===== src/rtl/mem_arbiter_pkg.sv =====
// Shared definitions for the instruction/data memory arbiter: state encodings,
// widths, default data-burst cap and the latched memory command payload.
package mem_arbiter_pkg;

  localparam int unsigned ADDR_W         = 32;
  localparam int unsigned DATA_W         = 32;
  localparam int unsigned CNT_W          = 4;
  localparam int unsigned MAX_DBURST_DEF = 4;

  typedef enum logic [1:0] {
    IDLE = 2'd0,
    IACC = 2'd1,
    DACC = 2'd2
  } arbStateT;

  typedef struct packed {
    logic              we;
    logic [ADDR_W-1:0] addr;
    logic [DATA_W-1:0] wData;
  } memCmdT;

endpackage


===== src/rtl/mem_arbiter_arb_prio.sv =====
// Grant decision between instruction and data ports, with a cap on consecutive
// data grants while an instruction fetch is waiting.
module arb_prio
  import mem_arbiter_pkg::*;
#(
  parameter int unsigned MAX_DBURST = MAX_DBURST_DEF
) (
  input  logic clk,
  input  logic rst,
  input  logic idle,
  input  logic iReq,
  input  logic iAck,
  input  logic dReq,
  input  logic dAck,
  output logic grantI_c,
  output logic grantD_c
);

  localparam logic [CNT_W-1:0] MAX_CNT = CNT_W'(MAX_DBURST);

  logic [CNT_W-1:0] dCount;
  logic             iElig;
  logic             dElig;
  logic             decide;
  logic             capHit;

  assign iElig  = iReq & ~iAck;
  assign dElig  = dReq & ~dAck;
  // The ack cycle is a turnaround, so a held dReq is weighed against the cap
  // on the following cycle instead of losing to the waiting fetch every time.
  assign decide = idle & ~iAck & ~dAck;
  assign capHit = iElig & (dCount == MAX_CNT);

  assign grantD_c = decide & dElig & ~capHit;
  assign grantI_c = decide & iElig & ~grantD_c;

  // Data grants counted only while a fetch is pending; saturating.
  always_ff @(posedge clk or negedge rst) begin
    if (!rst) begin
      dCount <= '0;
    end else if (!iReq || grantI_c) begin
      dCount <= '0;
    end else if (grantD_c && (dCount != MAX_CNT)) begin
      dCount <= dCount + CNT_W'(1);
    end
  end

endmodule


===== src/rtl/mem_arbiter.sv =====
// Arbiter sharing one single-port memory between an instruction fetch port and
// a load/store port; FSM, request latches and return datapath.
module mem_arbiter
  import mem_arbiter_pkg::*;
#(
  parameter int unsigned MAX_DBURST = MAX_DBURST_DEF
) (
  input  logic              clk,
  input  logic              rst,
  input  logic              iReq,
  input  logic [ADDR_W-1:0] iAddr,
  output logic [DATA_W-1:0] iData,
  output logic              iAck,
  input  logic              dReq,
  input  logic              dWe,
  input  logic [ADDR_W-1:0] dAddr,
  input  logic [DATA_W-1:0] dWData,
  output logic [DATA_W-1:0] dRData,
  output logic              dAck,
  output logic              memCe,
  output logic              memWe,
  output logic [ADDR_W-1:0] memAddr,
  output logic [DATA_W-1:0] memWData,
  input  logic [DATA_W-1:0] memRData,
  input  logic              memReady,
  output logic              stall
);

  arbStateT          state;
  arbStateT          stateNext;
  memCmdT            memCmd;
  memCmdT            memCmdNext;
  logic              memCeNext;
  logic              iAckNext;
  logic              dAckNext;
  logic [DATA_W-1:0] iDataNext;
  logic [DATA_W-1:0] dRDataNext;
  logic              grantI;
  logic              grantD;

  arb_prio #(
    .MAX_DBURST(MAX_DBURST)
  ) uPrio (
    .clk     (clk),
    .rst     (rst),
    .idle    (state == IDLE),
    .iReq    (iReq),
    .iAck    (iAck),
    .dReq    (dReq),
    .dAck    (dAck),
    .grantI_c(grantI),
    .grantD_c(grantD)
  );

  assign stall    = (iReq & ~iAck) | (dReq & ~dAck);
  assign memWe    = memCmd.we;
  assign memAddr  = memCmd.addr;
  assign memWData = memCmd.wData;

  // Next state, command latch and return data.
  always_comb begin
    stateNext  = state;
    memCmdNext = memCmd;
    memCeNext  = memCe;
    iAckNext   = 1'b0;
    dAckNext   = 1'b0;
    iDataNext  = iData;
    dRDataNext = dRData;
    unique case (state)
      IDLE: begin
        if (grantD) begin
          stateNext  = DACC;
          memCeNext  = 1'b1;
          memCmdNext = '{we: dWe, addr: dAddr, wData: dWe ? dWData : '0};
        end else if (grantI) begin
          stateNext  = IACC;
          memCeNext  = 1'b1;
          memCmdNext = '{we: 1'b0, addr: iAddr, wData: '0};
        end
      end
      IACC: begin
        if (memReady) begin
          stateNext  = IDLE;
          memCeNext  = 1'b0;
          memCmdNext = '0;
          iAckNext   = 1'b1;
          iDataNext  = memRData;
        end
      end
      DACC: begin
        if (memReady) begin
          stateNext  = IDLE;
          memCeNext  = 1'b0;
          memCmdNext = '0;
          dAckNext   = 1'b1;
          if (!memCmd.we) dRDataNext = memRData;
        end
      end
      default: begin
        stateNext  = IDLE;
        memCeNext  = 1'b0;
        memCmdNext = '0;
      end
    endcase
  end

  always_ff @(posedge clk or negedge rst) begin
    if (!rst) begin
      state  <= IDLE;
      memCmd <= '0;
      memCe  <= 1'b0;
      iAck   <= 1'b0;
      dAck   <= 1'b0;
      iData  <= '0;
      dRData <= '0;
    end else begin
      state  <= stateNext;
      memCmd <= memCmdNext;
      memCe  <= memCeNext;
      iAck   <= iAckNext;
      dAck   <= dAckNext;
      iData  <= iDataNext;
      dRData <= dRDataNext;
    end
  end

endmodule


===== config.mk =====
export PLATFORM = sky130hd
export DESIGN_NAME = mem_arbiter
export DESIGN_NICKNAME = d
export VERILOG_FILES = /design/src/rtl/mem_arbiter_pkg.sv /design/src/rtl/mem_arbiter_arb_prio.sv /design/src/rtl/mem_arbiter.sv
export SDC_FILE = /design/constraint.sdc
export NUM_CORES = 1
export LEC_CHECK = 0
export CAP_MARGIN = 20
export CORE_MARGIN = 4
export CORE_UTILIZATION = 25
export DETAILED_ROUTE_END_ITERATION = 7
export GPL_TIMING_DRIVEN = 0
export PLACE_DENSITY = 0.58
export REMOVE_ABC_BUFFERS = 1
export SLEW_MARGIN = 30
export SYNTH_ARGS = -nofsm -noshare
export SYNTH_HDL_FRONTEND = slang
export SYNTH_SLANG_ARGS = --single-unit

===== constraint.sdc =====
create_clock -name clk -period 3.4 [get_ports clk]
set_clock_uncertainty 0.2 [all_clocks]
set_input_delay 0.68 -clock clk [delete_from_list [all_inputs] [get_ports clk]]
set_output_delay 0.68 -clock clk [all_outputs]
set_load 0.03 [all_outputs]

# --- Yosys cells after proc, flatten, opt, wreduce, memory -nomap -nowiden ---
# Index checks and enable logic that the tools add are counted.
word_totals:
  wordCells: 59
  input_bits: 134
  regBits: 138
classes:
  n_bitwise: 15
  reduce_logical: 9
  n_eq_ne: 6
  add_sub_neg: 1
  mux: 18
ops:
  columns: ["operator", "n"]
  rows:
  - ["$mux 65", 3]
  - ["$pmux 65 s2", 1]
  - ["$mux 32", 1]
  - ["$and 1x1->1", 9]
  - ["$mux 4", 2]
  - ["$mux 1", 6]
  - ["$mux 2", 3]
  - ["$not 1->1", 5]
  - ["$add 4x1->4 const B", 1]
  - ["$eq 4x3->1 const B", 1]
  - ["$ne 4x3->1 const B", 1]
  - ["$pmux 2 s2", 1]
  - ["$reduce_and 2->1", 2]
  - ["$ne 3x3->1 const B", 1]
  - ["$reduce_and 3->1", 1]
  - ["$eq 2x1->1 const B", 1]
  - ["$eq 2x2->1 const B", 1]
  - ["$logic_not 2->1", 1]
  - ["$ne 2x1->1 const B", 1]
  - ["$pmux 1 s2", 1]
  - ["$reduce_bool 2->1", 1]
  - ["$reduce_or 2->1", 1]
  - ["$logic_and 1x1->1", 1]
  - ["$logic_not 1->1", 1]
  - ["other kinds (2)", 2]

# --- Depth between registers and ports, before layout ---
# Gate-level depths: netlist of the first run.
logic_depth:
  ltp_word: 10
  ltp_mapped: 9
  mapped_depth_nobuf: 6

# --- Hierarchy ---
# A second synthesis of the first run with hierarchy kept.
unflattened:
  cells_unflattened: 471
  area_unflattened_um2: 6070.8
modules_own_cells:
  columns: ["mod", "area_per_inst_um2", "cells_per_inst", "seq_area_each_um2", "instances"]
  rows:
  - ["mem_arbiter", 5781.8, 439, 3353.2, 1]
  - ["arb_prio", 289.0, 32, 100.1, 1]

# --- Worst setup path after synthesis of the first run ---
# Ideal clock, no wire load.
synth_path:
  kind: "reg-to-reg"
  startpoint: "register state[0]"
  endpoint: "register memCmd (netlist bit memWData[22])"
  period_less_slack_ns: 2.270
  slack_ns: 1.130
  setup_time_ns: 0.066
  path_stages_with_launch: 10
  n_path_buf: 3
  t_arrival_ns: 2.004
  path_cell_list: "dfrtp_1 inv_1 ha_1 buf_6 nor3b_4 o211ai_1 buf_4 a2111oi_4 buf_6 a22o_1"
synth_between:
  elab_chain_len: 9
  word_cells_on_any_way: 16
  cone_classes: "eq/ne: 4; mux: 2; bitwise: 7; reduce/logical: 3"
synth_rtl:
  columns: ["item", "line_no", "rtl"]
  rows:
  - ["start: declaration", "mem_arbiter.sv:29", "arbStateT state;"]
  - ["start signal: assignment", "mem_arbiter.sv:117", "state <= stateNext;"]
  - ["$logic_not 2->1", "mem_arbiter.sv:46, mem_arbiter.sv:69", null]
  - ["$and 1x1->1 (2 in a row)", "mem_arbiter_arb_prio.sv:31", "assign decide = idle & ~iAck & ~dAck;"]
  - ["$and 1x1->1 (2 in a row)", "mem_arbiter_arb_prio.sv:34", "assign grantD_c = decide & dElig & ~capHit;"]
  - ["$not 1->1", "mem_arbiter_arb_prio.sv:35", "assign grantI_c = decide & iElig & ~grantD_c;"]
  - ["$and 1x1->1", "mem_arbiter_arb_prio.sv:35", null]
  - ["$ne 3x3->1 (no source line)", null, null]
  - ["$reduce_and 2->1 (no source line)", null, null]
  - ["end signal: assignment", "mem_arbiter.sv:118", "memCmd <= memCmdNext;"]
  - ["end: declaration", "mem_arbiter.sv:31", "memCmdT memCmd;"]
# Several ways; a longest one is shown, not always the timed one.
# A chain may end at the register's enable or synchronous reset.

# --- Final worst setup path of the first run ---
layout_path:
  startpoint: "input iReq"
  endpoint: "register memCmd (netlist bit memAddr[27])"
layout_between:
  elab_chain_len: 8
  word_cells_on_any_way: 11
  cone_classes: "eq/ne: 1; mux: 2; bitwise: 7; reduce/logical: 1"
layout_rtl:
  columns: ["item", "line_no", "rtl"]
  rows:
  - ["start: declaration", "mem_arbiter.sv:10", "input logic iReq,"]
  - ["$and 1x1->1 (*)", "mem_arbiter_arb_prio.sv:27", "assign iElig = iReq & ~iAck;"]
  - ["$and 1x1->1", "mem_arbiter_arb_prio.sv:32", "assign capHit = iElig & (dCount == MAX_CNT);"]
  - ["$not 1->1", "mem_arbiter_arb_prio.sv:34", null]
  - ["$and 1x1->1", "mem_arbiter_arb_prio.sv:34", null]
  - ["$not 1->1", "mem_arbiter_arb_prio.sv:35", null]
  - ["$and 1x1->1", "mem_arbiter_arb_prio.sv:35", null]
  - ["$ne 3x3->1 (no source line)", null, null]
  - ["$reduce_and 2->1 (no source line)", null, null]
# Mark *: on every way between the ends. The rest lies on a longest branch, timed or not.

==> tab_implementation.tex, run 1 <==
\begin{tabular}{lr}
\hline
Metric & Value \\
\hline
\multicolumn{2}{l}{\textbf{Status}} \\
Outcome & complete, no violations \\
\multicolumn{2}{l}{\textbf{Placement}} \\
IO Port Bufs & 266 \\
Post-detailed-placement cell area & 8930 µm² \\
HPWL reported at the end of detailed placement & 12300 µm \\
Pre-CTS worst setup slack & -0.694 ns \\
GPL Wtd Cong & 0.805 \\
\multicolumn{2}{l}{\textbf{Setup path}} \\
Crit path max fanout & 11 \\
Critical path startpoint category & primary input \\
Setup Crit Path Kind & primary input to flip-flop \\
Worst path required time & 3.49 ns \\
Worst path most repeated cell & buf\_2 \\
Arrival time at the worst endpoint & 3.32 ns \\
Cell at the slowest stage of the critical path & clkdlybuf4s50\_1 \\
Launch point of the worst reg-to-reg path & uPrio.dCount[0] \\
Family with the most delay on the worst path & buffers and inverters \\
Largest stage delay on the critical path & 0.50 ns \\
Kind of end point of the critical path & flip-flop \\
Reg2reg setup slack & 0.22 ns \\
Cells traversed along the worst timing path & clkdlybuf4s50\_1 -> inv\_1 -> o211ai\_1 -> buf\_4 -> buf\_2 -> buf\_2 -> buf\_2 -> buf\_2 -> buf\_2 -> mux2i\_1 -> mux2\_2 \\
Worst r2r path cells & 12 \\
Terminus of the critical flop-to-flop path & memAddr[27] \\
WP buf/inv & 8 \\
\multicolumn{2}{l}{\textbf{Route}} \\
DR iter-0 viols & 142 \\
Remaining routing DRC violations & 0 \\
Post-DR vias/cell & 4.28 \\
Drt first pass iters & 4 \\
Remaining antenna violation count & 0 \\
Detail-routed net length per standard cell & 16.3 µm \\
Total wirelength of the detailed-routed design & 16900 µm \\
Number of vias in the routed layout & 4452 \\
\multicolumn{2}{l}{\textbf{Timing}} \\
Actual transition at the worst max-transition pin & 0.655 ns \\
Worst slew margin relative to its limit & 0.564 \\
Period Utilization, post-route & 0.950 \\
Min setup slack post-route & 0.171 ns \\
Final min period & 3.23 ns \\
Final Hold Vio Count & 0 \\
Final setup violation count & 0 \\
Max Fclk & 310 MHz \\
Unrepaired setup endpoints after global routing & no \\
Max-slew violation total from the final report & 0 \\
\multicolumn{2}{l}{\textbf{Finish}} \\
Most frequent cells in the layout & clkdlybuf4s50\_1 (265), dfrtp\_1 (138), mux2\_1 (68) \\
FILL cells & 2169 \\
Final Net Count & 852 \\
Combined flip-flop and latch cell area & 3450 µm² \\
Layout overhead on the synthesized area & 63.1\% \\
Final Cell Area & 9550 µm² \\
Count of inserted antenna diode cells & 0 \\
Area of the multi-input gates & 2130 µm² \\
Most frequent standard cell in the layout excluding fill and tap cells & clkdlybuf4s50\_1 \\
Share of the core filled with cells in the final layout & 0.418 \\
Fraction of final layout cells with drive strength greater than 1 & 0.112 \\
\multicolumn{2}{l}{\textbf{Die}} \\
Starting density of the core & 0.256 \\
Vert. Die Dim & 161 µm \\
Die X-Extent & 161 µm \\
Std-Cell Rows & 55 \\
I/O pin cnt & 267 \\
Total die area & 25900 µm² \\
Core area & 22800 µm² \\
\multicolumn{2}{l}{\textbf{Clock network}} \\
Clock buffers created by TritonCTS & 17 \\
Clock-pin slew of the registers on the worst-case setup and hold paths & 0.06 ns \\
Cell at the root of the clock tree & clkbuf\_16 \\
Hold-fix buffer count after cts & 0 \\
TritonCTS clock tree & done \\
Largest buffer count on any clock path & 2 \\
Clk\_lat worst skew & 0.41 ns \\
Clock Sinks & 138 \\
Number of H-tree levels & 4 \\
\multicolumn{2}{l}{\textbf{Global routing}} \\
Pin count of the biggest net entering global routing & 81 \\
Vias in the first global route & 4995 \\
Antenna violations before repair & 0 \\
Remaining global-route overflow & 0 \\
Global-route wire length before repair & 27000 µm \\
Total routing resource utilization after global routing & 0.129 \\
\multicolumn{2}{l}{\textbf{Logic synthesis}} \\
Total number of yosys warnings & 0 \\
Proportion of synthesized chip area in sequential cells & 0.590 \\
Synthesized netlist cell count & 439 \\
Number of synthesized register bits & 138 \\
Avg Synthesized Cell Area & 13.3 µm² \\
Post-synth cell types & 34 \\
Number of enable-type register cells in the synthesized netlist & 0 \\
Top flip-flop cell by instance count after synthesis & dfrtp\_1 \\
Asr flop ratio synth & 1.00 \\
Post-synthesis instance area & 5850 µm² \\
\multicolumn{2}{l}{\textbf{Power}} \\
Maximum vdd ir drop & 0.572 mV \\
Leakage component of the power & 4.32 nW \\
Power density normalized to cell area & 952 nW/µm² \\
\multicolumn{2}{l}{\textbf{Job}} \\
Maximum capacitance violations & 0 \\
\multicolumn{2}{l}{\textbf{Worst hold path}} \\
Worst min-delay path class & primary input to asynchronous set/reset pin \\
\hline
\end{tabular}
==> worst register-to-register path: stages (launching register included) <==
cell and delay [ns]:
dfrtp_1 0.41, inv_1 0.11, ha_1 0.16, nand3b_1 0.13, o211ai_1 0.26, buf_4 0.19
buf_2 0.19, buf_2 0.22, buf_2 0.23, buf_2 0.22, buf_2 0.33, mux2i_1 0.14
mux2_2 0.27
==> synth_stat cells, types with 2 or more instances <==
cell type  number  area, µm²
inv_1          40        150
ha_1            5       62.6
nand3_1         3       15.0
dfrtp_1       138       3450
a22o_1         32        280
nor2b_1         2       12.5
o21ai_1         2       10.0
buf_1           7       26.3
clkbuf_1       11       41.3
buf_2           3       15.0
mux2i_1        32        320
and2_1          2       12.5
nand2_1        37        139
a21o_1          2       15.0
buf_6           4       45.0
mux2_2         28        315
a21oi_1         5       25.0
mux2_1         68        766
nor2_1          3       11.3
==> registers in the layout (all words and copies together) (netlist names) <==
| register | flops |
|---|---|
| dAck | 1 |
| dRData | 32 |
| iAck | 1 |
| iData | 32 |
| memAddr | 32 |
| memCe | 1 |
| memWData | 32 |
| memWe | 1 |
| state | 2 |
| uPrio.dCount | 4 |
==> what timing repair did <==
| item | 4_1_cts | 5_1_grt |
|---|---|---|
| setup endpoints to repair | 15 | 6 |
| resized for setup | 1 | 0 |
| pin swaps | 2 | 0 |
| buffers inserted | 2 | 1 |
==> worst max-delay path by stage <==
stage / start / end / slack (ns) / depth (start not counted)
2_1_floorplan: state[0] / memWData[0] / -1.31 / 6
3_3_place_gp: rst / dRData[25] / -3.95 / 1
3_5_place_dp: iReq / memAddr[27] / -0.69 / 12
4_1_cts: state[1] / memAddr[27] / 0.05 / 13
5_1_grt: iReq / memAddr[6] / 0.06 / 11
6_report: iReq / memAddr[27] / 0.17 / 11
==> final cells by class <==
type	instances	area share
sequential	138	0.362
timing repair buffer	281	0.297
clock inverter	13	0.0139
multi-input combinational	234	0.224
inverter	41	0.0161
clock buffer	19	0.0464
tap	313	0.0410
==> per-layer routing <==
layer	GRT usage	wire [µm]
met1	0.152	7010
met2	0.212	7960
met3	0.0587	1660
met4	0.0430	310
met5	0	0
==> power breakdown <==
part / switching [mW] / total (mW) / leakage (nW) / internal (mW)
Sequential: 0.353 / 2.66 / 1.74 / 2.31
Clock: 0.766 / 1.81 / 0.270 / 1.04
Combinational: 2.54 / 4.61 / 2.31 / 2.08
Total: 3.65 / 9.08 / 4.32 / 5.43
==> through the flow <==
step	setup TNS, ns	cells	hold slack [ns]	power (mW)
2_1_floorplan	-64.39	413	0.184	5.25
3_3_place_gp	-697.07	992	0.275	7.15
3_5_place_dp	-7.08	1005	0.280	7.27
4_1_cts	0	1039	0.0554	9.24
5_1_grt	0	1039	0.0873	9.61
6_report	0	1039	0.0496	9.08
==> kinds of logic after synthesis <==
group | Yosys count | share of synthesized area
buffers and inverters | 67 | 0.0494
adder cells (fa/ha/maj) | 5 | 0.0107
flip-flops | 138 | 0.590
AO/OA/AOI/OAI | 47 | 0.0674
multiplexers | 128 | 0.239
AND/OR/NAND/NOR | 54 | 0.0430
Note: power is estimated with default switching activity, not from simulation.
==> run 2: changes to the inputs <==
--- a/config.mk
+++ b/config.mk
@@ -10,7 +10,7 @@
 export CORE_UTILIZATION = 25
 export DETAILED_ROUTE_END_ITERATION = 7
 export GPL_TIMING_DRIVEN = 0
-export PLACE_DENSITY = 0.58
+export PLACE_DENSITY = 0.6
 export REMOVE_ABC_BUFFERS = 1
 export SLEW_MARGIN = 30
 export SYNTH_ARGS = -nofsm -noshare
==> constraint.sdc (replaced) <==
create_clock -name clk -period 2.6 [get_ports clk]
set_clock_uncertainty 0.2 [all_clocks]
set_input_delay 0.52 -clock clk [delete_from_list [all_inputs] [get_ports clk]]
set_output_delay 0.52 -clock clk [all_outputs]
set_load 0.03 [all_outputs]
==> tab_implementation.tex, run 2 (synthesis results as in run 1) <==
\begin{tabular}{lr}
\hline
Metric & Value \\
\hline
\multicolumn{2}{l}{\textbf{Status}} \\
Outcome & complete, no violations \\
\multicolumn{2}{l}{\textbf{Clock network}} \\
Clock-pin slew of the registers on the worst-case setup and hold paths & 0.06 ns \\
Number of H-tree levels & 4 \\
TritonCTS clock tree & done \\
Clock buffers created by TritonCTS & 17 \\
Largest buffer count on any clock path & 2 \\
Clock Sinks & 138 \\
Clk\_lat worst skew & 0.40 ns \\
Cell at the root of the clock tree & clkbuf\_16 \\
\multicolumn{2}{l}{\textbf{Power}} \\
Clock group share of total power & 0.216 \\
Maximum vdd ir drop & 0.662 mV \\
Net switching power of the design & 4.72 mW \\
Reg power frac & 0.284 \\
Overall power after layout & 12.1 mW \\
Switching power as a share of total power & 0.389 \\
Power density normalized to cell area & 1260 nW/µm² \\
Leakage component of the power & 4.39 nW \\
Internal power summed over all cells & 7.43 mW \\
Combinational fraction of design power & 0.501 \\
\multicolumn{2}{l}{\textbf{Global routing}} \\
Total routing resource utilization after global routing & 0.129 \\
Met3 track demand over resource in global routing & 0.0441 \\
Global route hottest layer & met2 \\
Vias in the first global route & 4637 \\
Remaining global-route overflow & 0 \\
Pin count of the biggest net entering global routing & 78 \\
Global Route met1 Usage & 0.156 \\
Antenna violations before repair & 0 \\
Global-route wire length before repair & 26400 µm \\
Met2 Track Usage GR & 0.221 \\
\multicolumn{2}{l}{\textbf{Finish}} \\
Final Cell Area & 9660 µm² \\
FILL cells & 2227 \\
Share of the core filled with cells in the final layout & 0.423 \\
Area of the multi-input gates & 2140 µm² \\
Layout overhead on the synthesized area & 65.1\% \\
Count of inserted antenna diode cells & 0 \\
Most frequent cells in the layout & clkdlybuf4s50\_1 (264), dfrtp\_1 (138), mux2\_1 (68) \\
Final Net Count & 856 \\
Most frequent standard cell in the layout excluding fill and tap cells & clkdlybuf4s50\_1 \\
Fraction of final layout cells with drive strength greater than 1 & 0.116 \\
Combined flip-flop and latch cell area & 3450 µm² \\
\multicolumn{2}{l}{\textbf{Die}} \\
I/O pin cnt & 267 \\
Total die area & 25900 µm² \\
Core area & 22800 µm² \\
Die X-Extent & 161 µm \\
Std-Cell Rows & 55 \\
Starting density of the core & 0.256 \\
Vert. Die Dim & 161 µm \\
\multicolumn{2}{l}{\textbf{Route}} \\
Total wirelength of the detailed-routed design & 16900 µm \\
DR iter-0 viols & 121 \\
Post-DR vias/cell & 4.20 \\
Drt first pass iters & 4 \\
Remaining routing DRC violations & 0 \\
Detail-routed net length per standard cell & 16.2 µm \\
Remaining antenna violation count & 0 \\
Number of vias in the routed layout & 4384 \\
\multicolumn{2}{l}{\textbf{Timing}} \\
Final Hold Vio Count & 0 \\
Sum Neg Setup Slack & 0 ns \\
Final setup violation count & 0 \\
Max-slew violation total from the final report & 0 \\
Unrepaired setup endpoints after global routing & no \\
Max Fclk & 408 MHz \\
Final min period & 2.45 ns \\
Actual transition at the worst max-transition pin & 0.537 ns \\
Period Utilization, post-route & 0.943 \\
Worst hold slack & 0.288 ns \\
Worst slew margin relative to its limit & 0.642 \\
\multicolumn{2}{l}{\textbf{Setup path}} \\
Family with the most delay on the worst path & buffers and inverters \\
Worst path required time & 1.88 ns \\
Critical path startpoint category & primary input \\
Kind of end point of the critical path & output port \\
Cells traversed along the worst timing path & clkdlybuf4s50\_1 -> inv\_1 -> o22ai\_1 -> dlygate4sd2\_1 \\
Setup Crit Path Kind & primary input to output port \\
Cell at the slowest stage of the critical path & clkdlybuf4s50\_1 \\
Arrival time at the worst endpoint & 1.73 ns \\
Largest stage delay on the critical path & 0.50 ns \\
WP buf/inv & 3 \\
Crit path max fanout & 5 \\
\multicolumn{2}{l}{\textbf{Placement}} \\
Post-detailed-placement cell area & 8990 µm² \\
IO Port Bufs & 266 \\
HPWL reported at the end of detailed placement & 12200 µm \\
GPL Wtd Cong & 0.745 \\
\multicolumn{2}{l}{\textbf{Worst hold path}} \\
Worst min-delay path class & flip-flop to flip-flop \\
\multicolumn{2}{l}{\textbf{Job}} \\
Maximum capacitance violations & 0 \\
\hline
\end{tabular}
## run 2: cell count changes in the layout (fill, tap and decap cells not counted), sizes merged
cell and delta:
dlygate4sd3 +1, bufinv +3, dlygate4sd2 +1, inv -4, clkinv +4, clkdlybuf4s50 -1, buf +3, clkinvlp -3
## run 2: final cells by class
cell class	instances	share of cell area
inverters	41	0.0159
multi-input cells	234	0.222
well taps	313	0.0405
clock buffers	19	0.0458
flip-flops and latches	138	0.357
clock inverters	13	0.0197
repair buffers	285	0.299
## run 2: stage by stage
stage                     std cells  setup slack, ns
after floorplan                 413            -2.11
after global placement          992            -5.26
after detailed placement       1007           -0.632
after CTS                      1044           0.0896
after global routing           1043          0.00247
final                          1043            0.149
## run 2: power by group through the flow
| stage | logic [mW] | registers (mW) | clock network, mW |
|---|---|---|---|
| 2_1_floorplan | 1.73 | 5.13 | 0 |
| 4_1_cts | 6.19 | 3.46 | 2.72 |
| 3_3_place_gp | 5.98 | 3.45 | 0 |
| 5_1_grt | 6.45 | 3.57 | 2.81 |
| 6_report | 6.08 | 3.45 | 2.62 |
| 3_5_place_dp | 6.14 | 3.48 | 0 |
## run 2: layer usage
layer / vias to the layer above / part of all wire / wire, µm
met1: 2172 / 0.42 / 7120
li1: 2067 / - / -
met3: 11 / 0.068 / 1150
met5: - / 0 / 0
met2: 134 / 0.50 / 8430
met4: 0 / 0.0098 / 166
## run 2: worst paths after layout
check                           slack, ns               to  startpoint  cells after the start
worst min-delay path                 0.29       dRData[19]  dRData[19]                      1
worst min register to register       0.29       dRData[19]  dRData[19]                      1
worst max register to register       0.15       memAddr[2]    state[0]                     10
min in group asynchronous            0.44         iData[4]         rst                      2
worst max-delay path                 0.15            stall        iReq                      4
max in group asynchronous            1.00  uPrio.dCount[1]         rst                      3
## run 2: timing repair
item / CTS / global route
hold buffers: 1 / 0
endpoints found under the hold margin: 61 / 0
buffers inserted: 4 / 0
setup endpoints to repair: 64 / 17
resized for setup: 2 / 1
cloned: 0 / 0
pin swaps: 3 / 0
## run 2: worst reg2reg max path, delay by kind of cell (launching register included)
| kind | cells | cell delay (ns) |
|---|---|---|
| flops | 1 | 0.39 |
| simple gates | 1 | 0.23 |
| compound gates | 1 | 0.14 |
| fa+ha+maj | 1 | 0.17 |
| mux | 2 | 0.39 |
| buf+inv | 5 | 0.80 |
